===== src/rtl/clk_mon_pkg.sv =====
// clk_mon_pkg: shared types and constants for the divided-clock monitor
//   mon_state_t : monitor FSM state (WAIT_EDGE, ACQ, LOCKED)
//   ERR_W       : width of the saturating error counter
package clk_mon_pkg;
   typedef enum logic [1:0] {
      WAIT_EDGE = 2'd0,
      ACQ       = 2'd1,
      LOCKED    = 2'd2
   } mon_state_t;
   localparam int ERR_W = 16;
endpackage


===== src/rtl/sync_edge_det.sv =====
// sync_edge_det: 2-flop synchronizer plus delay flop, flags either-polarity level changes
//   clk      : system clock, rising edge
//   rst      : asynchronous active-high reset
//   async_in : asynchronous input level
//   edg      : high for one cycle after each synchronized level change
module sync_edge_det (
   input  logic clk,
   input  logic rst,
   input  logic async_in,
   output logic edg
);
   logic s1, s2, prev;
   always_ff @(posedge clk or posedge rst)
      if (rst) {s1, s2, prev} <= 3'b000;
      else     {s1, s2, prev} <= {async_in, s1, s2};
   assign edg = s2 ^ prev;
endmodule


===== src/rtl/clk_div_monitor.sv =====
// clk_div_monitor: measures each half-period of clk_in in clk cycles and tracks lock
//   clk      : system clock, rising edge
//   rst      : asynchronous active-high reset
//   clk_in   : divided clock under test (asynchronous)
//   locked   : high while the monitor is locked
//   err      : one-cycle pulse on each lock-loss event
//   half_cnt : most recent half-period measurement
//   err_cnt  : saturating count of err pulses
module clk_div_monitor
   import clk_mon_pkg::*;
#(
   parameter int EXP_HALF = 6,
   parameter int TOL      = 0,
   parameter int LOCK_CNT = 2,
   parameter int CW       = 8
) (
   input  logic             clk,
   input  logic             rst,
   input  logic             clk_in,
   output logic             locked,
   output logic             err,
   output logic [CW-1:0]    half_cnt,
   output logic [ERR_W-1:0] err_cnt
);
   localparam logic [CW-1:0] LO = CW'(EXP_HALF - TOL);
   localparam logic [CW-1:0] HI = CW'(EXP_HALF + TOL);
   localparam int GW = $clog2(LOCK_CNT + 1);
   logic edg, in_win, tmo, good_hit, err_n;
   logic [CW-1:0] run_cnt;
   logic [GW-1:0] good, good_n;
   mon_state_t st, st_n;
   sync_edge_det u_sync (
      .clk      (clk),
      .rst      (rst),
      .async_in (clk_in),
      .edg      (edg)
   );
   assign in_win   = run_cnt >= LO && run_cnt <= HI;
   // an edge arriving on the HI count wins over the timeout
   assign tmo      = !edg && run_cnt == HI;
   assign good_hit = 32'(good) + 1 == LOCK_CNT;
   always_comb begin
      st_n   = st;
      good_n = good;
      err_n  = 1'b0;
      case (st)
         WAIT_EDGE: if (edg) begin
            st_n   = ACQ;
            good_n = '0;
         end
         ACQ: if (edg) begin
            good_n = in_win ? good + 1'b1 : '0;
            st_n   = in_win && good_hit ? LOCKED : ACQ;
         end else if (tmo) st_n = WAIT_EDGE;
         LOCKED: if (edg && !in_win) begin
            err_n  = 1'b1;
            st_n   = ACQ;
            good_n = '0;
         end else if (tmo) begin
            err_n  = 1'b1;
            st_n   = WAIT_EDGE;
         end
         default: st_n = WAIT_EDGE;
      endcase
   end
   always_ff @(posedge clk or posedge rst)
      if (rst) begin
         st       <= WAIT_EDGE;
         good     <= '0;
         run_cnt  <= '0;
         half_cnt <= '0;
         locked   <= 1'b0;
         err      <= 1'b0;
         err_cnt  <= '0;
      end else begin
         st       <= st_n;
         good     <= good_n;
         locked   <= st_n == LOCKED;
         err      <= err_n;
         run_cnt  <= edg ? CW'(1) : run_cnt + CW'(run_cnt != '1);
         if (edg) half_cnt <= run_cnt;
         if (err_n && err_cnt != '1) err_cnt <= err_cnt + 1'b1;
      end
endmodule


===== config.mk =====
export PLATFORM = sky130hd
export DESIGN_NAME = clk_div_monitor
export DESIGN_NICKNAME = d
export VERILOG_FILES = /design/src/rtl/clk_mon_pkg.sv /design/src/rtl/sync_edge_det.sv /design/src/rtl/clk_div_monitor.sv
export SDC_FILE = /design/constraint.sdc
export NUM_CORES = 1
export LEC_CHECK = 0
export BUFFER_PORTS_ARGS = -buffer_cell sky130_fd_sc_hd__buf_2
export CAP_MARGIN = 20
export CORE_AREA = 3 3 66 68
export CTS_BUF_LIST = sky130_fd_sc_hd__clkbuf_2 sky130_fd_sc_hd__clkbuf_4 sky130_fd_sc_hd__clkbuf_8
export DETAILED_ROUTE_END_ITERATION = 16
export DIE_AREA = 0 0 69 71
export PLACE_DENSITY = 0.77
export SYNTH_ARGS = -nofsm -noshare
export SYNTH_HDL_FRONTEND = slang
export SYNTH_SLANG_ARGS = --single-unit

===== constraint.sdc =====
create_clock -name clk -period 6.37 [get_ports clk]
set_clock_uncertainty 0.05 [all_clocks]
set_input_delay 0.3185 -clock clk [delete_from_list [all_inputs] [get_ports clk]]
set_output_delay 0.3185 -clock clk [all_outputs]
set_load 0.02 [all_outputs]

==> results.ini, run 1 <==
[outcome]
status=complete, no violations

[logic_synthesis]
ys_async_sr_fraction_pct=100.0
synth_area_per_cell_um2=10.59
yosys-mux-area-fraction_pct=2.561
synth_compound_gate_area_share_pct=3.874
synth_edf_count=0
syn-cell-area_mm2=0.001906
synthTopCellsByArea=dfrtp_1 54%, nand2_1 8.3%, xor2_1 7.8%
ys_ff_latch=41
synth-simple-area-share_pct=25.28
syn_inst=180
synth_fp_nets=187
yosys.area.top_type=dfrtp_1
synthDistinctLibCells=32
synth-main-ff-cell=dfrtp_1
synthAdderAreaFrac_pct=2.626
synth_xor_area_share_pct=9.192
yosysWarningCount=0
synth_top_family_by_area=simple AND/OR/NAND/NOR gates
yosys-top-cells-count=42 x nand2_1, 41 x dfrtp_1, 17 x xor2_1, 9 x nand3_1, 8 x nor2_1
yosysMostFrequentCell=nand2_1
yosysSeqAreaShare_pct=53.84
synth_top_area_share_pct=53.84

[clocking]
htreeDepth=2
cts-root-buf=clkbuf_8
clockBufferDepth=2
clk_latency_ps=290
ctsHoldBuffers=0
cts_resized=0
cts_tree=built
cts_setup_buffers=0
numClockSinks=41
clkTransAtPathRegs_ps=80
numCtsBuffers=5

[final_layout]
n_antenna_cell=0
drive_gt1_share_pct=23.36
area_growth_syn_to_layout_pct=16.15
final_nets=220
fill_cells=374
fin_cells=264

[floorplan]
initial_core_util_pct=48.69
dieArea_mm2=0.004899
die_h_um=71
io_pins=29
die_w_um=69
row_count=23
core_mm2=0.003914

[placement]
dp_hpwl_um=2337
place.gp.congestion=0.7739
detailedPlace.worstSlack_ps=3596
dpl.cell_count=255
io_buffers=28

[worst_setup_path]
reg2reg_slack_ps=3620
reg2reg_depth=5
critPathCapture=err_cnt[14]
crit_required_ps=6510
cp_max_fo=16
startpoint_type=flip-flop
worstPathBufferInverterCount=0
critPathKind=reg -> reg
regToRegStartpoint=run_cnt[6]
path_delay_family=simple AND/OR/NAND/NOR gates
slowest_stage=or4_1
crit_path_end_kind=flip-flop
crit_chain=or4_1 > or4_1 > mux2_4 > nor3_1 > mux2_2
r2r_end=err_cnt[14]
cp_num_cells=5
crit_start=run_cnt[6]
cpMostUsedCell=or4_1
arrival_ps=2880
cpPeakStageDelay_ps=610

[route]
drt-total-wl_um=3307
via_per_inst=5.098
drt_iter0_drc=54
route.detailed.drc=0
via_count=1346
antenna_left=0
drt_first_pass_iters=4
routedWlPerCell_um=12.53

[job]
maxCapViolations=0

[pwr]
p_leak_nw=1.129
power.density_mw_per_mm2=231.0
ir_worst_vdd_mv=0.1764

[global_routing]
grt_pass1_vias=1283
antenna_found_initial=0
grt_pass1_wl_um=5644
globalRouteOverflowTotal=0
grt_use_total_pct=14.68
grt_max_degree=42

[sta]
post-route-period-util_pct=43.14
finalHoldViolations=0
worstMarginPinSlew_ps=985.3
rsz0062_at_grt=no
post-route-min-period_ps=2748
setup_ws_ps=3622
tns_ps=0
drv_slew=0
max-slew-margin-rel_pct=34.09
setup_violations=0
fmax_mhz=363.9

[worst_hold_path]
hold_class=in -> reg

-- registers in the layout, indices dropped and copies added (netlist names) --
name and flops:
err_cnt 16, half_cnt 8, run_cnt 8, good 2, st 2, err 1
locked 1, u_sync.prev 1, u_sync.s1 1, u_sync.s2 1
-- metrics by stage --
stage | util [%] | hold WS [ps] | instance area [µm²] | power (mW)
after global routing | 56.55 | 61.84 | 2213 | 0.5342
final | 56.55 | 77.73 | 2213 | 0.5113
after global placement | 53.68 | 285.4 | 2101 | 0.3320
after floorplan | - | 281.2 | 1906 | 0.3183
after CTS | 56.27 | 64.28 | 2202 | 0.5184
after detailed placement | 53.68 | 288.9 | 2101 | 0.3330
-- final cells by class --
type / count / area (µm²) / share of cell area (%)
flip-flops and latches: 41 / 1026 / 46.35
inverters: 6 / 22.52 / 1.018
clock buffers: 7 / 96.34 / 4.353
multi-input cells: 128 / 834.6 / 37.70
repair buffers: 31 / 166.4 / 7.518
well taps: 50 / 62.56 / 2.826
clock inverters: 1 / 5.005 / 0.2261
-- logic make-up after synthesis --
family / Yosys count
AO/OA/AOI/OAI: 12
XOR/XNOR: 20
adder cells (fa/ha/maj): 4
buffers and inverters: 11
flip-flops: 41
multiplexers: 4
AND/OR/NAND/NOR: 88
-- worst min-delay path by stage --
stage | from | to | slack [ps] | depth (start not counted)
floorplan | u_sync.s1 | u_sync.s2 | 280 | 0
global placement | u_sync.s1 | u_sync.s2 | 290 | 0
detailed placement | u_sync.s1 | u_sync.s2 | 290 | 0
CTS | clk_in | u_sync.s1 | 60 | 1
global route | clk_in | u_sync.s1 | 60 | 1
finish | clk_in | u_sync.s1 | 80 | 1
-- worst reg2reg max path, cell delays in order (launching register included) --
cell and delay, ps:
dfrtp_1 420, or4_1 510, or4_1 610, mux2_4 460, nor3_1 240, mux2_2 360
-- report_power, final --
part | switching (mW) | total, mW | leakage [nW] | internal, mW
sequential | 0.00989 | 0.281 | 0.552 | 0.272
combinational | 0.0291 | 0.0454 | 0.523 | 0.0163
clock | 0.0866 | 0.184 | 0.0542 | 0.0979
-- routing by layer --
metal / GRT usage [%] / routed length (µm) / vias up
met4: 9.111 / 93 / 0
met3: 3.267 / 115 / 7
met1: 18.37 / 1547 / 637
li1: - / - / 674
met5: 0 / 0 / -
met2: 23.20 / 1550 / 28
-- cell usage in the layout, fill, tap and decap left out --
| cell type | netlist | final |
|---|---|---|
| or3_1 | 4 | 4 |
| nand4_1 | 1 | 1 |
| clkinv_2 | 0 | 1 |
| xor2_1 | 17 | 17 |
| nor2b_1 | 1 | 1 |
| nor4b_1 | 2 | 2 |
| buf_4 | 0 | 2 |
| clkbuf_8 | 0 | 7 |
| o21ai_0 | 6 | 6 |
| nor4_4 | 3 | 3 |
| o2bb2ai_1 | 1 | 1 |
| nor4b_2 | 1 | 1 |
| mux2_2 | 3 | 3 |
| mux2_4 | 1 | 1 |
| xnor2_1 | 3 | 3 |
| dfrtp_1 | 41 | 41 |
| buf_2 | 1 | 28 |
| or4_1 | 2 | 2 |
| nor3b_2 | 2 | 2 |
| o41ai_1 | 1 | 1 |
| ha_1 | 4 | 4 |
| a32o_1 | 1 | 1 |
| and2_1 | 1 | 1 |
| inv_1 | 6 | 6 |
| nor3_2 | 0 | 1 |
| nand2_1 | 42 | 42 |
| buf_6 | 1 | 1 |
| nor3_1 | 7 | 6 |
| and4_1 | 1 | 1 |
| o22ai_1 | 1 | 1 |
| nand2b_1 | 1 | 1 |
| nand3_1 | 9 | 9 |
| nor2_1 | 8 | 8 |
| and3_1 | 3 | 3 |
| a21oi_1 | 2 | 2 |
No activity file was read; power rests on OpenSTA's default activity.
==> run 2: changes to the inputs <==
--- a/config.mk
+++ b/config.mk
@@ -5,13 +5,14 @@
 export SDC_FILE = /design/constraint.sdc
 export NUM_CORES = 1
 export LEC_CHECK = 0
+export ABC_AREA = 1
 export BUFFER_PORTS_ARGS = -buffer_cell sky130_fd_sc_hd__buf_2
 export CAP_MARGIN = 20
-export CORE_AREA = 3 3 66 68
+export CORE_AREA = 3 3 70 72
 export CTS_BUF_LIST = sky130_fd_sc_hd__clkbuf_2 sky130_fd_sc_hd__clkbuf_4 sky130_fd_sc_hd__clkbuf_8
 export DETAILED_ROUTE_END_ITERATION = 16
-export DIE_AREA = 0 0 69 71
-export PLACE_DENSITY = 0.77
+export DIE_AREA = 0 0 73 75
+export PLACE_DENSITY = 0.78
 export SYNTH_ARGS = -nofsm -noshare
 export SYNTH_HDL_FRONTEND = slang
 export SYNTH_SLANG_ARGS = --single-unit
==> constraint.sdc (replaced) <==
create_clock -name clk -period 2.35 [get_ports clk]
set_clock_uncertainty 0.05 [all_clocks]
set_input_delay 0.1175 -clock clk [delete_from_list [all_inputs] [get_ports clk]]
set_output_delay 0.1175 -clock clk [all_outputs]
set_load 0.02 [all_outputs]
==> run 2 against run 1 <==
Effect of this change:
- routed wire length rose by 29%
- area after synthesis rose by 12%
- synthesized cell count is 48% higher
==> results.ini, run 2 <==
[outcome]
status=complete, no violations

[logic_synthesis]
yosys.area.top_type=dfrtp_1
yosysWarningCount=0
synth_area_per_cell_um2=7.966
synthDistinctLibCells=27
synthTopCellsByArea=dfrtp_1 48%, nand2_1 16%, inv_1 4.6%
synth-main-ff-cell=dfrtp_1
syn-cell-area_mm2=0.002127
synth_edf_count=0
synth_top_area_share_pct=48.24
yosys-top-cells-count=90 x nand2_1, 41 x dfrtp_1, 26 x inv_1, 24 x nor2_1, 18 x nand3_1
ys_async_sr_fraction_pct=100.0
syn_inst=267
ys_ff_latch=41
synth_fp_nets=274
yosysSeqAreaShare_pct=48.24
yosysMostFrequentCell=nand2_1

[placement]
dp_hpwl_um=2999
io_buffers=28
place.gp.congestion=0.8383

[worst_setup_path]
crit_path_end_kind=flip-flop
critPathKind=reg -> reg
crit_start=run_cnt[3]
reg2reg_depth=7
slowest_stage=or4_1
crit_required_ps=2480
startpoint_type=flip-flop
r2r_end=run_cnt[4]
reg2reg_slack_ps=440
crit_chain=nand4_1 > or4_1 > ha_1 > ha_1 > nand2_1 > o21ai_0 > nor3b_1
regToRegStartpoint=run_cnt[3]
cp_max_fo=4
critPathCapture=run_cnt[4]
arrival_ps=2050
cpMostUsedCell=ha_1
cpPeakStageDelay_ps=430

[final_layout]
area_growth_syn_to_layout_pct=15.53
largest_reg_flops=16
regArea_mm2=0.001026
multi_input_area_um2=958.4
final_nets=309
n_antenna_cell=0
postLayoutCoreUtil_pct=56.44
top_regs=err_cnt x16, half_cnt x8, run_cnt x8
top_register=err_cnt
final_cell_mix=90 x nand2_1, 41 x dfrtp_1, 28 x buf_2
mostFrequentLayoutCell=nand2_1
fill_cells=389
drive_gt1_share_pct=16.83

[sta]
fmax_mhz=522.3
setup_violations=0
post-route-period-util_pct=81.48
max-slew-margin-rel_pct=65.50
finalHoldViolations=0
worstMarginPinSlew_ps=513.6
drv_slew=0
rsz0062_at_grt=no
post-route-min-period_ps=1915
tns_ps=0
worst_hold_slack_ps=306.4

[global_routing]
grt_max_degree=42
grt_use_total_pct=16.91
grt_pass1_wl_um=7072
grt_pass1_vias=1591
antenna_found_initial=0
globalRouteOverflowTotal=0

[floorplan]
dieArea_mm2=0.005475
io_pins=29
die_h_um=75
initial_core_util_pct=48.85
core_mm2=0.004354
row_count=24
die_w_um=73

[clocking]
clockBufferDepth=2
cts_tree=built
cts-root-buf=clkbuf_8
htreeDepth=2
numCtsBuffers=5
numClockSinks=41
clk_latency_ps=300
clkTransAtPathRegs_ps=80

[worst_hold_path]
hold_class=reg -> reg

[route]
drt_iter0_drc=169
antenna_left=0
drt_first_pass_iters=4
via_per_inst=5.087
route.detailed.drc=0
via_count=1806
routedWlPerCell_um=12.01
drt-total-wl_um=4265

[job]
maxCapViolations=0

[pwr]
p_leak_nw=1.255
power.density_mw_per_mm2=587.7
ir_worst_vdd_mv=0.2704

run 2: layout make-up:
type	count	area share, %
well taps	52	2.648
flip-flops and latches	41	41.75
repair buffers	34	7.739
clock buffers	5	2.800
multi-input cells	193	39.00
clock inverters	3	1.884
inverters	27	4.175
run 2: per-stage QoR:
stage               std cells  total power, mW  area (µm²)  setup slack [ps]
global placement          345           0.8805        2322             510.3
CTS                       355            1.467        2457             431.5
finish                    355            1.444        2457             435.2
detailed placement        345           0.8841        2322             446.5
floorplan                 267           0.8492        2127             554.7
global route              355            1.513        2457             242.9
run 2: routing by layer:
metal / track usage, % / vias to the layer above / wire length [µm] / share of wire, %
met3: 4.539 / 5 / 218 / 5.1
met4: 6.148 / 0 / 53 / 1.2
met1: 23.72 / 830 / 2139 / 50
li1: - / 929 / - / -
met2: 25.22 / 42 / 1853 / 43
met5: 0 / - / 0 / 0
run 2: cell families (layout without fill, tap and decap cells):
logic type | after synthesis | after routing | share of synthesized area, %
AOI/OAI and AO/OA | 18 | 18 | 4.529
adders and majority gates | 4 | 4 | 2.353
DFF | 41 | 41 | 48.24
and+or+nand+nor | 162 | 162 | 34.47
xor gates and xnor gates | 9 | 9 | 3.706
buffers and inverters | 33 | 69 | 6.706
run 2: report_power, final:
part           switching, mW  total [mW]  internal, mW
Sequential            0.0183       0.748         0.730
Combinational         0.0844       0.124        0.0393
Clock                  0.254       0.572         0.318
run 2: worst min path at each step:
stage	start	endpoint	slack, ps	cells after the start
floorplan	clk_in	u_sync.s1	100	0
global placement	clk_in	u_sync.s1	190	1
detailed placement	clk_in	u_sync.s1	180	1
CTS	u_sync.s1	u_sync.s2	310	0
global route	u_sync.s1	u_sync.s2	310	0
finish	u_sync.s1	u_sync.s2	310	0
run 2: worst max-delay path, delay by kind of cell (launching register included):
kind | cells | cell delay, ps
flops | 1 | 410
fa+ha+maj | 2 | 410
compound gates | 1 | 90
simple gates | 4 | 850
run 2: what timing repair did:
| action | CTS | global route |
|---|---|---|
| resized for setup | 0 | 0 |
| endpoints found under the setup margin | 0 | 0 |
| endpoints found under the hold margin | 42 | 0 |
| setup buffers | 0 | 0 |
| hold buffers | 2 | 0 |
